$ cat config.mk
export PLATFORM = sky130hd
export DESIGN_NAME = mem_port_arbiter
export DESIGN_NICKNAME = d
export VERILOG_FILES = /design/src/rtl/arb_pkg.sv /design/src/rtl/arb_watchdog.sv /design/src/rtl/mem_port_arbiter.sv
export SDC_FILE = /design/constraint.sdc
export NUM_CORES = 1
export LEC_CHECK = 0
export BUFFER_PORTS_ARGS = -buffer_cell sky130_fd_sc_hd__buf_2
export CAP_MARGIN = 20
export CORE_MARGIN = 2
export CORE_UTILIZATION = 44
export CTS_BUF_LIST = sky130_fd_sc_hd__clkbuf_8
export DETAILED_ROUTE_END_ITERATION = 10
export PLACE_DENSITY = 0.84
export SETUP_SLACK_MARGIN = 0.4
export SLEW_MARGIN = 5
export SYNTH_ARGS = -nofsm -noshare
export SYNTH_HDL_FRONTEND = slang
export SYNTH_SLANG_ARGS = --single-unit
$ cat constraint.sdc
create_clock -name clk -period 3.1 [get_ports clk]
set_input_delay 0.31 -clock clk [delete_from_list [all_inputs] [get_ports clk]]
set_output_delay 0.31 -clock clk [all_outputs]
set_load 0.02 [all_outputs]
$ cat src/rtl/arb_pkg.sv
// Shared definitions for the memory port arbiter.
//   arb_state_e : FSM state encoding
//   owner_sel_e : owner select returned by the arbitration function
//   DEF_*       : default starvation limit and timeout
package arb_pkg;

  typedef enum logic [1:0] {
    IDLE   = 2'd0,
    BUSY_I = 2'd1,
    BUSY_D = 2'd2
  } arb_state_e;

  typedef enum logic [1:0] {
    SEL_NONE = 2'd0,
    SEL_I    = 2'd1,
    SEL_D    = 2'd2
  } owner_sel_e;

  localparam int DEF_STARVE_MAX = 4;
  localparam int DEF_TIMEOUT    = 64;

  // Data normally wins; a starved fetch overrides it. Callers pass 0 for
  // the requester that is completing so it cannot be re-granted.
  function automatic owner_sel_e pick_owner(input logic i_pend,
                                            input logic d_pend,
                                            input logic fetch_starved);
    owner_sel_e sel;
    sel = SEL_NONE;
    if (i_pend && fetch_starved) sel = SEL_I;
    else if (d_pend)             sel = SEL_D;
    else if (i_pend)             sel = SEL_I;
    return sel;
  endfunction

endpackage

$ cat src/rtl/arb_watchdog.sv
// Busy-cycle timeout counter for the memory port arbiter.
//   clk, reset_n : clock, async active-low reset
//   start        : a grant happens on this edge, counter restarts at 0
//   busy         : arbiter is in a BUSY state this cycle
//   expire       : this busy cycle is the last one allowed (count TIMEOUT-1)
module arb_watchdog
  import arb_pkg::*;
#(
  parameter int TIMEOUT = DEF_TIMEOUT
) (
  input  logic clk,
  input  logic reset_n,
  input  logic start,
  input  logic busy,
  output logic expire
);

  logic [7:0] cnt;

  // The abort leaves BUSY at TIMEOUT-1, so the count never wraps.
  always_ff @(posedge clk or negedge reset_n) begin
    if (!reset_n)  cnt <= '0;
    else if (start) cnt <= '0;
    else if (busy)  cnt <= cnt + 8'd1;
  end

  assign expire = busy && (cnt == 8'(TIMEOUT - 1));

endmodule

$ cat src/rtl/mem_port_arbiter.sv
// Shares one memory port between instruction fetch (i_*) and the
// load/store unit (d_*).
//   clk, reset_n          : clock, async active-low reset
//   i_req/i_addr/i_ack    : fetch request, address, completion pulse
//   d_req/d_we/d_addr/
//   d_wdata/d_ack         : data request, store flag, address, data, completion
//   rdata, err            : read data / timeout flag for the current ack
//   if_stall, ex_stall    : pipeline stall requests
//   mem_req/we/addr/wdata : registered memory-side request
//   mem_ready, mem_rdata  : memory completion and read data
//
// state  | meaning
// IDLE   | no access in flight, arbitrate pending requests
// BUSY_I | fetch access in flight
// BUSY_D | load/store access in flight
module mem_port_arbiter
  import arb_pkg::*;
#(
  parameter int ADDR_W     = 32,
  parameter int DATA_W     = 32,
  parameter int STARVE_MAX = DEF_STARVE_MAX,
  parameter int TIMEOUT    = DEF_TIMEOUT
) (
  input  logic              clk,
  input  logic              reset_n,
  input  logic              i_req,
  input  logic [ADDR_W-1:0] i_addr,
  output logic              i_ack,
  input  logic              d_req,
  input  logic              d_we,
  input  logic [ADDR_W-1:0] d_addr,
  input  logic [DATA_W-1:0] d_wdata,
  output logic              d_ack,
  output logic [DATA_W-1:0] rdata,
  output logic              err,
  output logic              if_stall,
  output logic              ex_stall,
  output logic              mem_req,
  output logic              mem_we,
  output logic [ADDR_W-1:0] mem_addr,
  output logic [DATA_W-1:0] mem_wdata,
  input  logic              mem_ready,
  input  logic [DATA_W-1:0] mem_rdata
);

  arb_state_e state, state_nxt;
  owner_sel_e sel;
  logic [3:0] starve_cnt, starve_nxt;
  logic       busy, expire, done_ok, abort, starved;
  logic       grant_i, grant_d;

  assign busy    = (state != IDLE);
  assign done_ok = busy & mem_ready;
  // A ready on the last allowed cycle still counts as a normal completion.
  assign abort   = expire & ~mem_ready;
  assign starved = (starve_cnt == 4'(STARVE_MAX));

  assign i_ack    = (state == BUSY_I) & (mem_ready | expire);
  assign d_ack    = (state == BUSY_D) & (mem_ready | expire);
  assign err      = abort;
  assign rdata    = done_ok ? mem_rdata : '0;
  assign if_stall = i_req & ~i_ack;
  assign ex_stall = d_req & ~d_ack;

  always_comb begin
    sel = SEL_NONE;
    unique case (state)
      IDLE:    sel = pick_owner(i_req, d_req, starved);
      BUSY_I:  if (done_ok) sel = pick_owner(1'b0, d_req, starved);
      BUSY_D:  if (done_ok) sel = pick_owner(i_req, 1'b0, starved);
      default: sel = SEL_NONE;
    endcase
    grant_i = (sel == SEL_I);
    grant_d = (sel == SEL_D);

    state_nxt = state;
    if (grant_i)             state_nxt = BUSY_I;
    else if (grant_d)        state_nxt = BUSY_D;
    else if (i_ack || d_ack) state_nxt = IDLE;
  end

  // A fetch in its own ack cycle is not waiting, so it does not count
  // toward starvation of a back-to-back data grant.
  always_comb begin
    starve_nxt = starve_cnt;
    if (!i_req || grant_i)                    starve_nxt = '0;
    else if (grant_d && if_stall && !starved) starve_nxt = starve_cnt + 4'd1;
  end

  always_ff @(posedge clk or negedge reset_n) begin
    if (!reset_n) begin
      state      <= IDLE;
      starve_cnt <= '0;
      mem_req    <= 1'b0;
      mem_we     <= 1'b0;
      mem_addr   <= '0;
      mem_wdata  <= '0;
    end else begin
      state      <= state_nxt;
      starve_cnt <= starve_nxt;
      mem_req    <= (state_nxt != IDLE);
      if (grant_i) begin
        mem_addr  <= i_addr;
        mem_we    <= 1'b0;
        mem_wdata <= '0;
      end else if (grant_d) begin
        mem_addr  <= d_addr;
        mem_we    <= d_we;
        mem_wdata <= d_wdata;
      end
    end
  end

  arb_watchdog #(.TIMEOUT(TIMEOUT)) u_watchdog (
    .clk     (clk),
    .reset_n (reset_n),
    .start   (grant_i | grant_d),
    .busy    (busy),
    .expire  (expire)
  );

endmodule

======== Word-level counts from Yosys, hierarchy flattened ========
Index checks and enable logic that the tools add are counted.
operators by class
  add/sub/neg operators ................... 2
  equality and inequality tests ........... 6
  muxes and demuxes ....................... 22
  bitwise logic cells ..................... 11
  reduce and logical (&&, ||, !) cells .... 14
operators with widths
  kind                                                                    number
  32-bit 2-to-1 mux                                                       5
  8-bit 2-to-1 mux                                                        2
  2-bit 2-to-1 mux                                                        7
  2-bit nonzero test                                                      5
  8-bit by 1-bit adder with 8-bit output (second input constant)          1
  8-bit by 6-bit equality test with 1-bit output (second input constant)  1
  4-bit 2-to-1 mux                                                        2
  1-bit bitwise AND                                                       6
  2-bit case mux with 3 select lines                                      1
  1-bit 2-to-1 mux                                                        5
  4-bit by 1-bit adder with 4-bit output (second input constant)          1
  2-bit by 1-bit equality test with 1-bit output (second input constant)  2
  2-bit equality test (second input constant)                             2
  4-bit by 3-bit equality test with 1-bit output (second input constant)  1
  1-bit logical AND                                                       4
  1-bit NOT                                                               3
  1-bit zero test                                                         2
  2-bit zero test                                                         1
  1-bit logical OR                                                        2
  1-bit bitwise OR                                                        2
storage, ports and cells
  flip-flop bits (word level) ............. 80
  input port bits ......................... 134
  output and inout port bits .............. 103
  logic and storage cells ................. 62

======== Depth between registers and ports, before layout ========
Gate-level depths: netlist (run 1).
  depth in word-level cells ............... 10
  mapped depth ............................ 12
  gate-level depth less buffers ........... 10

======== Modules after synthesis ========
A second synthesis (run 1) with hierarchy kept.
second synthesis, totals
  cell total of the unflattened synthesis .. 344
  area, all modules ....................... 3724.8 um^2
modules (own cells, without submodules)
  module            times used  cells each  area each (um^2)  seq. area each (um^2)
  mem_port_arbiter  1           306         3338.2            1801.7
  arb_watchdog      1           38          386.6             200.2

======== Worst setup path before layout (run 1) ========
OpenSTA, ideal clock, no wires.
  kind .................................... register -> register
  start point ............................. register starve_cnt[0]
  end point ............................... register mem_wdata[0]
  library setup time ...................... 0.066 ns
  data arrival time ....................... 2.357 ns
  data required time ...................... 3.034 ns
  slack ................................... 0.677 ns
  cell stages (with the launch flop) ...... 12
  buffers on the path ..................... 2
  clock period less this slack ............ 2.423 ns
  path through ............................ dfrtp_1 inv_1 ha_1 nand3b_1 a21oi_1 a21oi_1 or2_2 ha_1 clkbuf_1 nor2_1 clkbuf_1 a22o_1
on the way
  word-level cells in the longest chain between the ends .. 7
  elaborated cells on any way between the ends .. 10
  those cells by class .................... eq/ne: 3; mux: 5; reduce/logical: 2
RTL lines
  item                                                                                          RTL line                                        source
  from (decl)                                                                                   mem_port_arbiter.sv:48                          logic [3:0] starve_cnt, starve_nxt;
  from (signal assigned)                                                                        mem_port_arbiter.sv:100                         starve_cnt <= starve_nxt;
  4-bit by 3-bit equality test with 1-bit output (*)                                            mem_port_arbiter.sv:56                          assign starved = (starve_cnt == 4'(STARVE_MAX));
  1-bit logical AND (*)                                                                         arb_pkg.sv:29                                   if (i_pend && fetch_starved) sel = SEL_I;
  1-bit 2-to-1 mux                                                                              arb_pkg.sv:29
  1-bit 2-to-1 mux                                                                              mem_port_arbiter.sv:70                          BUSY_D: if (done_ok) sel = pick_owner(i_req, 1'b0, starved);
  2-bit case mux with 3 select lines (*)                                                        mem_port_arbiter.sv:67                          unique case (state)
  2-bit by 1-bit equality test with 1-bit output / 2-bit equality test (equally long branches)  mem_port_arbiter.sv:73, mem_port_arbiter.sv:74
  32-bit 2-to-1 mux / 2-bit nonzero test (equally long branches)                                -
  to (signal assigned)                                                                          mem_port_arbiter.sv:109                         mem_wdata <= d_wdata;
  to (decl)                                                                                     mem_port_arbiter.sv:41                          output logic [DATA_W-1:0] mem_wdata,
Mark *: on every way between the ends. The rest lies on a longest branch, timed or not.
A chain may end at the register's enable or synchronous reset.

======== Final worst setup path (run 1) ========
  start point ............................. register starve_cnt[0]
  end point ............................... register mem_wdata[7]
The elaborated chain is that of the path after synthesis.

==> run metrics, run 1 <==
status=finished, final reports clean; total number of placement rows=33; first-pass GRT wire length=15600 um; post-synthesis register bit count=80; GP Congestion=0.925; HP Class=in -> reg; Tot GR Track Use=0.224; pwr/cell area=978 mW/mm^2; Die Wd=96.1 um; crit path capture=mem_wdata[7]; count of final hold-check violations=0; final instance area=0.00526 sq mm; share of post-route cells with drive strength above 1=0.453; Slew @ Worst Pin=0.464 ns; Max VDD drop=0.663 mV; area of the die=0.00924 sq mm; clk sinks=80; Core Region=0.00822 sq mm; Final Cycle Share=0.800; yosys warns=0; fin nets=721; HPWL Detailed=8020 um; Worst Path Required=3.39 ns; # Max-Cap Violations=0; pin count of the biggest net entering global routing=81; fmax=0.403 GHz; WS Path Type=reg -> reg; Clock Skews=0.0139 ns; Routed Antenna Nets=0; Crit Reg-Reg Startpoint=starve_cnt[0]; area post-placement=0.00503 sq mm; commonest non-fill, non-tap cell in the layout=buf_2; Max FO, Critical Path=26; First DRT Iteration DRCs=133; CTS tree=yes; Syn Nets=491; Post-Syn Area per Cell=10.6 sq um; Final Max Tran Viols=0; Synth Cell Area=0.00373 sq mm; Die Span Y=96.1 um; r2r endpoint=mem_wdata[7]; kind of start point of the critical path=flip-flop; antenna violations before repair=0; Initial Util=0.455; Vias/cell=5.16; Worst-Skew Late Latency=0.35 ns; r2r setup slk=0.62 ns; via count=3571; CTS clk-pin slew, worst paths=0.09 ns; most frequent cells in the layout=buf_2, dfrtp_1, o21ai_0; RSZ-0062 raised after global routing=false; root buffer cell=clkbuf_8; FF-to-FF path depth=9; final setup violation count=0; H-tree Lvls=3; post-layout min period=2.48 ns; grt ovf=0; crit path from=starve_cnt[0]; vias in the first global route=3296; setup tns final=0 ns; P&R area growth vs syn=40.8%; slew margin rel.=0.690; number of distinct library cells after synthesis=36; CP Capture Type=flip-flop; WL per Instance=15.6 um; CP arrival=2.77 ns; PortBufs=236; n_diodes=0; Leak=0.00277 uW; post-CTS setup buffers=0; Seq/Total Area, Yosys=0.536; Mapped Cells=352; Initial DRT Pass Iterations=4; CTS Buf Count=9; CTS Buffer Depth=2; drt total wl=10800 um; I/O pin cnt=237; DRC Markers=0
## worst min path at each step
stage / slack, ns / cells after the start / endpoint / from
floorplan: 0.01 / 0 / mem_addr[0] / reset_n
global placement: 0.46 / 2 / mem_addr[1] / mem_addr[1]
detailed placement: 0.47 / 2 / mem_addr[15] / mem_addr[15]
CTS: 0.14 / 1 / mem_wdata[5] / reset_n
global route: 0.15 / 2 / mem_wdata[29] / d_wdata[29]
finish: 0.17 / 2 / mem_wdata[3] / d_wdata[3]
## cell families after synthesis
group	after synthesis	synth area share
AOI/OAI and AO/OA	89	0.157
xor gates and xnor gates	6	0.0141
adders and majority gates	5	0.0168
buffers and inverters	30	0.0322
DFF	80	0.536
muxes	32	0.0858
and+or+nand+nor	110	0.158
## through the flow
stage	cells	hold WS (ns)	util	worst slack, ns	total power [uW]
CTS	690	0.138	0.634	0.454	5150
global route	692	0.146	0.640	0.414	5510
floorplan	352	0.0144	-	0.677	3490
global placement	674	0.463	0.612	0.695	4330
finish	692	0.166	0.640	0.621	5140
detailed placement	674	0.469	0.612	0.530	4440
## area by class of cell
class	instances	area, sq um
well taps	105	131
multi-input cells	242	1640
flip-flops and latches	80	2000
fillers	677	2960
repair buffers	243	1290
clock inverters	7	55.1
inverters	6	22.5
clock buffers	9	124
## state kept, by name (all words and copies together) (netlist names)
name	count
mem_wdata	32
mem_addr	32
mem_we	1
starve_cnt	4
state	2
u_watchdog.cnt	8
mem_req	1
## synth_stat cells
cell type | instances | area [sq um]
nand2_1 | 37 | 139
or4_1 | 1 | 7.51
o22ai_1 | 1 | 6.26
a21boi_0 | 2 | 15.0
ha_1 | 5 | 62.6
a21oi_1 | 9 | 45.0
or3b_2 | 1 | 8.76
nand4_1 | 1 | 6.26
and3_1 | 3 | 18.8
o21ai_0 | 40 | 200
clkbuf_1 | 15 | 56.3
a22o_1 | 33 | 289
inv_1 | 6 | 22.5
and2_1 | 39 | 244
or3_1 | 2 | 12.5
buf_1 | 3 | 11.3
dfrtp_1 | 80 | 2000
nor3b_1 | 2 | 15.0
nand3_1 | 4 | 20.0
a31oi_1 | 1 | 6.26
xnor2_1 | 5 | 43.8
nand2b_1 | 1 | 6.26
buf_2 | 6 | 30.0
nor4b_1 | 1 | 8.76
o2111ai_1 | 1 | 8.76
o211a_1 | 1 | 10.0
nor2b_1 | 3 | 18.8
and3_4 | 1 | 11.3
nand3_2 | 1 | 10.0
nor2_1 | 7 | 26.3
or2_2 | 1 | 6.26
mux2i_1 | 32 | 320
xor2_1 | 1 | 8.76
nand3b_1 | 2 | 15.0
nor3_1 | 3 | 15.0
o31ai_1 | 1 | 7.51
## power by group
part / internal (uW) / switching, uW / leakage [uW]
logic: 1020 / 1630 / 0.00168
registers: 1500 / 285 / 0.00101
clock network: 299 / 403 / 0.0000915
total: 2820 / 2320 / 0.00277
## critical path, cell delays in order (launching register included)
cell and delay (ns):
dfrtp_1 0.40, inv_1 0.08, ha_1 0.20, nand3b_1 0.19, o22ai_1 0.13, or3b_2 0.46
ha_2 0.32, nor2_4 0.26, buf_12 0.20, a22o_1 0.15
## repair_timing
| item | CTS | global route |
|---|---|---|
| resized for setup | 0 | 3 |
| setup endpoints to repair | 0 | 47 |
| hold buffers | 0 | 1 |
| endpoints found under the hold margin | 0 | 33 |
## routing by layer
metal / global-route usage / vias up / wire (um)
met5: 0 / - / 0
met4: 0.124 / 0 / 442
met3: 0.0673 / 28 / 958
met2: 0.380 / 171 / 5410
met1: 0.252 / 1682 / 4000
li1: - / 1690 / -
Power figures use the tool's default switching activity.
==> run 2: changes to the inputs <==
--- a/config.mk
+++ b/config.mk
@@ -8,10 +8,10 @@
 export BUFFER_PORTS_ARGS = -buffer_cell sky130_fd_sc_hd__buf_2
 export CAP_MARGIN = 20
 export CORE_MARGIN = 2
-export CORE_UTILIZATION = 44
+export CORE_UTILIZATION = 40
 export CTS_BUF_LIST = sky130_fd_sc_hd__clkbuf_8
 export DETAILED_ROUTE_END_ITERATION = 10
-export PLACE_DENSITY = 0.84
+export PLACE_DENSITY = 0.81
 export SETUP_SLACK_MARGIN = 0.4
 export SLEW_MARGIN = 5
 export SYNTH_ARGS = -nofsm -noshare
==> constraint.sdc (replaced) <==
create_clock -name clk -period 2.23 [get_ports clk]
set_input_delay 0.223 -clock clk [delete_from_list [all_inputs] [get_ports clk]]
set_output_delay 0.223 -clock clk [all_outputs]
set_load 0.02 [all_outputs]
==> run metrics, run 2 (synthesis gave the netlist of run 1 again) <==
final core occ=0.664; placed insts=688; Clock Skews=0.0129 ns; violated checks=setup timing; Seq pwr share=0.282; slew margin rel.=0.683; I/O pin cnt=237; antenna violations before repair=0; Routed Antenna Nets=0; root buffer cell=clkbuf_8; CTS clk-pin slew, worst paths=0.09 ns; area post-placement=0.00514 sq mm; PortBufs=236; Max FO, Critical Path=3; Die Span Y=101 um; post-layout min period=2.25 ns; worst setup margin=-0.0170 ns; Leak=0.00315 uW; total number of placement rows=35; Vias/cell=5.18; most frequent cells in the layout=buf_2, dfrtp_1, and2_1; HP Class=in -> reg; n_diodes=0; # Max-Cap Violations=0; biggest regs=mem_addr (32), mem_wdata (32), u_watchdog.cnt (8); CTS tree=yes; Initial Util=0.408; Net Sw Power=3800 uW; WS Path Type=reg -> reg; DRC Markers=0; fmax=0.445 GHz; Slew @ Worst Pin=0.469 ns; H-tree Lvls=3; Clock Power Share=0.126; CP arrival=2.53 ns; Worst Path Required=2.51 ns; vias in the first global route=3732; CTS Buf Count=9; share of post-route cells with drive strength above 1=0.563; setup tns final=-0.0170 ns; kind of start point of the critical path=flip-flop; count of final hold-check violations=0; first-pass GRT wire length=17300 um; via count=3878; switching share of total power=0.431; Final Max Tran Viols=0; Internal=5020 uW; GP Congestion=0.798; First DRT Iteration DRCs=161; pwr/cell area=1450 mW/mm^2; Tot GR Track Use=0.215; Max VDD drop=0.658 mV; Die Wd=101 um; Placement Setup Slack=-0.140 ns; P&R area growth vs syn=62.7%; Core Region=0.00915 sq mm; HPWL Detailed=7800 um; grt ovf=0; final setup violation count=1; area of the die=0.0101 sq mm; CP Capture Type=flip-flop; commonest non-fill, non-tap cell in the layout=buf_2; Final Cycle Share=1.01; drt total wl=12800 um; final instance area=0.00608 sq mm; pin count of the biggest net entering global routing=81; Comb pwr share=0.592; # fillers=715; Initial DRT Pass Iterations=5; CTS Buffer Depth=2; WL per Instance=17.1 um; RSZ-0062 raised after global routing=true; status=finished with violations; fin nets=772; Worst-Skew Late Latency=0.35 ns; clk sinks=80; Final Non-Filler Cells=749
[run 2: changes by cell type in the layout (fill, tap and decap cells not counted), sizes merged]
cell / delta
buf: +45
bufinv: +1
clkbuf: +5
clkinv: -2
clkinvlp: +1
nor2: +1
[run 2: metrics by stage]
stage	power (uW)	hold slack [ns]
6_report	8820	0.0808
5_1_grt	9330	0.0556
4_1_cts	7760	0.0633
3_5_place_dp	6290	0.442
3_3_place_gp	6150	0.436
2_1_floorplan	5100	-0.0726
[run 2: final timing paths]
kind                                       to  cells after the start     startpoint  slack (ns)
worst min-delay path            mem_wdata[25]                      2    d_wdata[25]        0.08
worst min register to register   mem_addr[11]                      2   mem_addr[11]        0.49
min in group asynchronous        mem_wdata[5]                      2        reset_n        0.29
max in group asynchronous            state[1]                      3        reset_n        1.31
worst max register to register  starve_cnt[3]                     10  starve_cnt[0]       -0.02
worst max-delay path            starve_cnt[3]                     10  starve_cnt[0]       -0.02
[run 2: cell type report]
type | instances | area (sq um) | share of cell area
clock buffer | 9 | 124 | 0.0204
multi-input combinational | 243 | 1840 | 0.303
clock inverter | 7 | 78.8 | 0.0130
timing repair buffer | 293 | 1870 | 0.307
tap | 111 | 139 | 0.0229
sequential | 80 | 2000 | 0.330
inverter | 6 | 25.0 | 0.00412
[run 2: repair_timing]
| action | 4_1_cts | 5_1_grt |
|---|---|---|
| gates cloned | 1 | 9 |
| pin swaps | 5 | 12 |
| setup endpoints to repair | 116 | 117 |
| endpoints found under the hold margin | 0 | 20 |
| resized for setup | 20 | 62 |
| hold buffers | 0 | 1 |
| buffers inserted | 18 | 15 |
[run 2: power by group through the flow]
stage	combinational (uW)	clock, uW	sequential (uW)
floorplan	1960	0	3140
global placement	3690	0	2460
detailed placement	3810	0	2480
CTS	4190	1120	2450
global route	5580	1190	2560
finish	5220	1110	2490
[run 2: layer usage]
layer	GRT usage	routed length, um
met3	0.0423	777
met1	0.244	4870
met4	0.0811	198
met5	0	0
met2	0.395	6950
[run 2: critical path, stage by stage, from the launching register on]
cell and delay [ns]:
dfrtp_1 0.37, inv_2 0.05, ha_2 0.18, nand3b_1 0.17
o22ai_2 0.14, nor3b_2 0.28, ha_4 0.20, buf_4 0.12
nand4_1 0.13, or3_1 0.37, a21oi_1 0.15
